<file path="src/rtl/pipe_hazard_ctrl.sv">
// pipe_hazard_ctrl: sequencing and hazard controller for the 5-stage 8-bit pipeline.
// Starts execution, inserts load-use bubbles, flushes on taken branches and
// drains the pipe after HALT before reporting completion.
// Build option: define PIPE_PERF_CNT_EN to get live stall/flush perf counters;
// without it the counters have no flops and both outputs read 0.
module pipe_hazard_ctrl #(
    parameter int LOAD_STALL_CYCLES = 1,   // bubbles per load-use hazard (1..7)
    parameter int DRAIN_CYCLES      = 3,   // cycles spent in DRAIN before HALTED
    parameter int CNT_W             = 16   // perf counter width
) (
    input  logic             clk,
    input  logic             rst_i,
    input  logic             start_i,
    input  logic             idex_read_mem_i,
    input  logic [2:0]       idex_regD_i,
    input  logic [2:0]       ifid_reg1_i,
    input  logic [2:0]       ifid_reg2_i,
    input  logic             ifid_uses_reg2_i,
    input  logic             ifid_halt_i,
    input  logic             branch_taken_i,
    output logic             pc_en_o,
    output logic             ifid_en_o,
    output logic             ifid_flush_o,
    output logic             idex_bubble_o,
    output logic             running_o,
    output logic             halted_o,
    output logic [CNT_W-1:0] stall_cnt_o,
    output logic [CNT_W-1:0] flush_cnt_o
);

    typedef enum logic [2:0] {IDLE, RUN, STALL, DRAIN, HALTED} stateT;

    localparam int MAX_LOAD  = (LOAD_STALL_CYCLES > DRAIN_CYCLES) ? LOAD_STALL_CYCLES : DRAIN_CYCLES;
    localparam int DOWN_W    = (MAX_LOAD < 2) ? 1 : $clog2(MAX_LOAD);
    localparam int DRAIN_TOP = (DRAIN_CYCLES > 0) ? DRAIN_CYCLES - 1 : 0;

    stateT             state;
    logic [DOWN_W-1:0] downCnt;
    logic              loadUse;

    assign loadUse = idex_read_mem_i &
                     ((idex_regD_i == ifid_reg1_i) |
                      (ifid_uses_reg2_i & (idex_regD_i == ifid_reg2_i)));

    // Control outputs decoded from the current state and this cycle's hazard inputs.
    always_comb begin
        // NOTE: every output gets a default first so no path through the case infers a latch.
        pc_en_o       = 1'b0;
        ifid_en_o     = 1'b0;
        ifid_flush_o  = 1'b0;
        idex_bubble_o = 1'b1;
        if (!rst_i) begin
            case (state)
                IDLE, HALTED: ifid_flush_o = start_i;
                RUN: begin
                    if (branch_taken_i) begin
                        // The instruction in ID is squashed, so its hazard/HALT is moot.
                        pc_en_o      = 1'b1;
                        ifid_flush_o = 1'b1;
                    end else if (loadUse) begin
                        // Hold PC and IF_ID, feed a bubble into EX.
                    end else if (ifid_halt_i) begin
                        // HALT moves on into ID_EX; nothing behind it is fetched.
                        ifid_flush_o  = 1'b1;
                        idex_bubble_o = 1'b0;
                    end else begin
                        pc_en_o       = 1'b1;
                        ifid_en_o     = 1'b1;
                        idex_bubble_o = 1'b0;
                    end
                end
                default: ;  // STALL and DRAIN keep the frozen defaults
            endcase
        end
    end

    assign running_o = !rst_i && ((state == RUN) || (state == STALL));
    assign halted_o  = !rst_i && (state == HALTED);

    // Sequencer state and the shared stall/drain down-counter.
    always_ff @(posedge clk) begin
        // NOTE: sequential state uses non-blocking assignments so every flop samples pre-edge values.
        if (rst_i) begin
            state   <= IDLE;
            downCnt <= '0;
        end else begin
            case (state)
                IDLE, HALTED: begin
                    if (start_i) state <= RUN;
                end
                RUN: begin
                    if (branch_taken_i) begin
                        state <= RUN;
                    end else if (loadUse) begin
                        if (LOAD_STALL_CYCLES > 1) begin
                            state   <= STALL;
                            downCnt <= DOWN_W'(LOAD_STALL_CYCLES - 1);
                        end
                    end else if (ifid_halt_i) begin
                        state   <= DRAIN;
                        downCnt <= DOWN_W'(DRAIN_TOP);
                    end
                end
                STALL: begin
                    // The hazard cycle in RUN was the first bubble, so the loaded
                    // count is exactly the number of STALL cycles left.
                    downCnt <= downCnt - DOWN_W'(1);
                    if (downCnt <= DOWN_W'(1)) state <= RUN;
                end
                DRAIN: begin
                    // Count runs down to 0 and HALTED follows one edge later, so
                    // DRAIN lasts DRAIN_CYCLES cycles (EX, MEM, WB).
                    if (downCnt == '0) state <= HALTED;
                    else               downCnt <= downCnt - DOWN_W'(1);
                end
                default: state <= IDLE;
            endcase
        end
    end

`ifdef PIPE_PERF_CNT_EN
    logic [CNT_W-1:0] stallCnt;
    logic [CNT_W-1:0] flushCnt;
    logic             stallEvt;
    logic             flushEvt;

    assign stallEvt = !rst_i && ((state == STALL) ||
                                 ((state == RUN) && !branch_taken_i && loadUse));
    assign flushEvt = !rst_i && (state == RUN) && branch_taken_i;

    // Saturating perf counters: one per bubble cycle, one per taken-branch flush.
    always_ff @(posedge clk) begin
        if (rst_i) begin
            stallCnt <= '0;
            flushCnt <= '0;
        end else begin
            if (stallEvt && (stallCnt != '1)) stallCnt <= stallCnt + CNT_W'(1);
            if (flushEvt && (flushCnt != '1)) flushCnt <= flushCnt + CNT_W'(1);
        end
    end

    assign stall_cnt_o = stallCnt;
    assign flush_cnt_o = flushCnt;
`else
    assign stall_cnt_o = '0;
    assign flush_cnt_o = '0;
`endif

endmodule

</file>
<file path="config.mk">
export PLATFORM = sky130hd
export DESIGN_NAME = pipe_hazard_ctrl
export DESIGN_NICKNAME = d
export VERILOG_FILES = /design/src/rtl/pipe_hazard_ctrl.sv
export SDC_FILE = /design/constraint.sdc
export NUM_CORES = 1
export LEC_CHECK = 0
export CORE_MARGIN = 3
export CORE_UTILIZATION = 39
export CTS_CLUSTER_DIAMETER = 200
export DETAILED_ROUTE_END_ITERATION = 8
export DONT_BUFFER_PORTS = 1
export PLACE_DENSITY = 0.64
export SKIP_LAST_GASP = 1
export SYNTH_ARGS = -nofsm -noshare
export SYNTH_HDL_FRONTEND = slang
export SYNTH_SLANG_ARGS = --single-unit
export TNS_END_PERCENT = 1
</file>
<file path="constraint.sdc">
create_clock -name clk -period 3.7 [get_ports clk]
set_clock_uncertainty 0.1 [all_clocks]
set_input_delay 0.925 -clock clk [delete_from_list [all_inputs] [get_ports clk]]
set_output_delay 0.925 -clock clk [all_outputs]
set_load 0.005 [all_outputs]
</file>
==> PnR_summary.wiki <==
{| class="wikitable"
! Metric !! Value
|-
| Congestion Overflow GR || 0
|-
| Number of buffers on the longest clock path || 2
|-
| Clock Sinks || 5
|-
| Ports placed on the boundary || 54
|-
| Top Layer Used || met3
|-
| Number of H-tree levels || 1
|-
| Gates resized, CTS repair || 0
|-
| Area enclosed by the die boundary || ~0.0025 mm2
|-
| Setup Fix Bufs, Post-CTS || 0
|-
| Reg clk slew, reported paths || roughly 0.040 ns
|-
| Total routing resource utilization after global routing || roughly a tenth
|-
| Highest fanout seen on the critical path || 4
|-
| Reg2Reg Setup Slack || about 1.7 ns
|-
| Number of CTS-inserted buffers || 3
|-
| Synthesized instance count || 99
|-
| Synth unique cells || 36
|-
| Data required time of the worst path || about 2.7 ns
|-
| Static leakage || 0.298 nW
|-
| Core Util, Final || between 30% and 40%
|-
| Top_reg_cell synth || sky130_fd_sc_hd__dfxtp_1
|-
| Max Fclk || between 300 and 400 MHz
|-
| Vertical die dimension || 50.2 um
|-
| Sum of negative setup slack || 0 ns
|-
| Routed met1 length || 450 um
|-
| Flip-flop and latch count after synthesis || 5
|-
| CP max-delay cell || sky130_fd_sc_hd__or4_4
|-
| Post-synth EDFFs || 0
|-
| Flip-flop and latch area || 100 um2
|-
| Top library cells by usage in the layout, fill and taps aside || sky130_fd_sc_hd__conb_1 (32), sky130_fd_sc_hd__nand3_1 (5), sky130_fd_sc_hd__dfxtp_1 (5)
|-
| Detailed-route wire length per cell || between 10 and 15 um
|-
| Fillcell total || about 200
|-
| Number of cells in the design after placement || 120
|-
| Dominant cell type by area after synthesis || sky130_fd_sc_hd__buf_4
|-
| Fin worst setup slack || 0.657 ns
|-
| Mean number of vias per cell || about 4.5
|-
| Endpoints failing hold || 0
|-
| Share of flip-flops with an asynchronous set or reset || 0%
|-
| Part of the Yosys area used for sequential elements || about an eighth
|-
| Final layout net count || between 100 and 150
|-
| DRC marker count from the first detailed-route iteration || 15
|-
| Slew Viols, Final || 0
|-
| Syn-to-layout area delta || -10.2%
|-
| Top-area cell type share of the netlist area || about a third
|-
| Number of standard cells in the layout, taps in and fillers out || about 120
|-
| Critical Path Sink Type || primary output
|-
| Final weighted congestion in routability-driven placement || ~0.75
|-
| DRT Wirelength || about 1300 um
|-
| Syn Area/Cell || a little under 8 um2
|-
| Worst skew pair latency || between 0.2 and 0.25 ns
|-
| Top area cells in the synthesized netlist || sky130_fd_sc_hd__buf_4 (32%), sky130_fd_sc_hd__dfxtp_1 (13%), sky130_fd_sc_hd__xnor2_1 (4.6%)
|-
| Row count || 15
|-
| TritonCTS clock tree || yes
|-
| Unrepaired setup endpoints after global routing || false
|-
| Post-detail-place hpwl || 1140 um
|-
| Hold_buf cts || 0
|-
| Vias in the first global route || between 400 and 500
|-
| Ant. Diodes || 0
|-
| Final setup violation count || 0
|-
| Data arrival at the endpoint of the critical path || around 2.0 ns
|-
| Critical path launch point type || input pin
|-
| Post-DRT Antenna Nets || 0
|-
| Min cycle time layout || between 3 and 4 ns
|-
| Final non-filler cell area || 684 um2
|-
| Setup Crit Path Kind || input pin to primary output
|-
| Minimum setup slack after placement || 0.658 ns
|-
| Initial Util || roughly 43%
|-
| Total power after layout || around 230 uW
|-
| Area after detailed placement || 658 um2
|-
| Maximum vdd drop || roughly 0.17 mV
|-
| Iteration count of the initial detailed-routing pass || 4
|-
| Number of DRC violations after detailed routing || 0
|-
| Die boundary width || 50.2 um
|-
| Commonest non-fill, non-tap cell in the layout || sky130_fd_sc_hd__conb_1
|-
| Power density normalized to cell area || around 340 mW/mm2
|-
| Area used by multi-input combinational logic || 515 um2
|-
| Share of the clock period used by the worst path after layout || between 80% and 90%
|-
| Worst hold slack across all endpoints || slightly below 0.4 ns
|-
| Number of port buffers || 0
|-
| Core area || ~0.0018 mm2
|-
| Number of antenna violations at the first check in global routing || 0
|-
| Peak per-stage delay on the critical path || 0.55 ns
|-
| Hold Crit Class || flop to flop
|-
| Vias || about 550
|-
| Number of warnings reported in the yosys synthesis log || 0
|-
| Root buf cell || sky130_fd_sc_hd__clkbuf_4
|-
| Share of layout cells above drive strength 1 || just over 8%
|-
| Wire length of the first global-routing pass || ~2000 um
|-
| Synthesized cell area || between 700 and 800 um2
|-
| Status || finished clean
|-
| Largest net degree at the start of global routing || 15
|-
| Met3 wire length || 136 um
|-
| Max cap viols || 0
|-
| Met2 wirelength from detailed routing || ~760 um
|-
| Worst-path cell chain || xor2_1 > or4_4 > nand3_1 > a21oi_1 > a21o_1
|}
synthesized netlist by cell type, types with 2 or more instances:
library cell,instances
sky130_fd_sc_hd__a21oi_1,4
sky130_fd_sc_hd__a31oi_1,2
sky130_fd_sc_hd__buf_4,32
sky130_fd_sc_hd__clkbuf_1,2
sky130_fd_sc_hd__dfxtp_1,5
sky130_fd_sc_hd__ha_1,2
sky130_fd_sc_hd__inv_1,3
sky130_fd_sc_hd__mux2_1,2
sky130_fd_sc_hd__nand2_1,2
sky130_fd_sc_hd__nand2b_1,4
sky130_fd_sc_hd__nand3_1,5
sky130_fd_sc_hd__nor2_1,3
sky130_fd_sc_hd__nor2b_1,2
sky130_fd_sc_hd__nor3_1,4
sky130_fd_sc_hd__xnor2_1,4
sky130_fd_sc_hd__xor2_1,3
state kept, by name, summed over array words and instances (netlist names):
signal,count
downCnt,2
state,3
path summary, 6_finish.rpt:
kind | cells after the start | start | end
setup / recovery | 5 | idex_regD_i[2] | ifid_flush_o
hold / removal | 1 | downCnt[1]$_SDFFE_PP0P_ | downCnt[1]$_SDFFE_PP0P_
setup reg to reg | 5 | state[1]$_SDFFE_PP0P_ | state[0]$_SDFFE_PP0P_
hold reg to reg | 1 | downCnt[1]$_SDFFE_PP0P_ | downCnt[1]$_SDFFE_PP0P_
worst max-delay path: cells and delay by family:
kind | cells | cell delay, ns
simple gates | 2 | 0.70
xor+xnor | 1 | 0.14
compound gates | 2 | 0.26
where the power goes:
| group | internal (mW) | switching (mW) | total [mW] |
|---|---|---|---|
| Combinational | 0.0416 | 0.0469 | 0.0885 |
| Sequential | 0.0614 | 0.0169 | 0.0783 |
| Clock | 0.0408 | 0.0223 | 0.0631 |
| Total | 0.144 | 0.0861 | 0.230 |
area by class of cell:
type / instances / share of cell area, %
multi-input combinational: 87 / 75.3
sequential: 5 / 14.6
tap: 25 / 4.57
clock buffer: 4 / 3.84
inverter: 3 / 1.65
layer usage:
metal  global-route usage [%]  vias to the layer above
met5                        0                        -
met3                     5.64                        0
met1                     9.57                      256
met4                     2.76                        0
li1                         -                      270
met2                     19.3                       27
cell families (layout without fill, tap and decap cells):
family / Yosys count / count (layout) / synth area share (%)
muxes: 4 / 4 / 5.75
buffers and inverters: 38 / 7 / 34.5
xor gates and xnor gates: 7 / 7 / 8.05
adders and majority gates: 3 / 3 / 4.60
and+or+nand+nor: 26 / 26 / 19.7
AOI/OAI and AO/OA: 15 / 15 / 13.8
other: 1 / 32 / 0.492
DFF: 5 / 5 / 13.1
(Power assumes the default switching activity.)
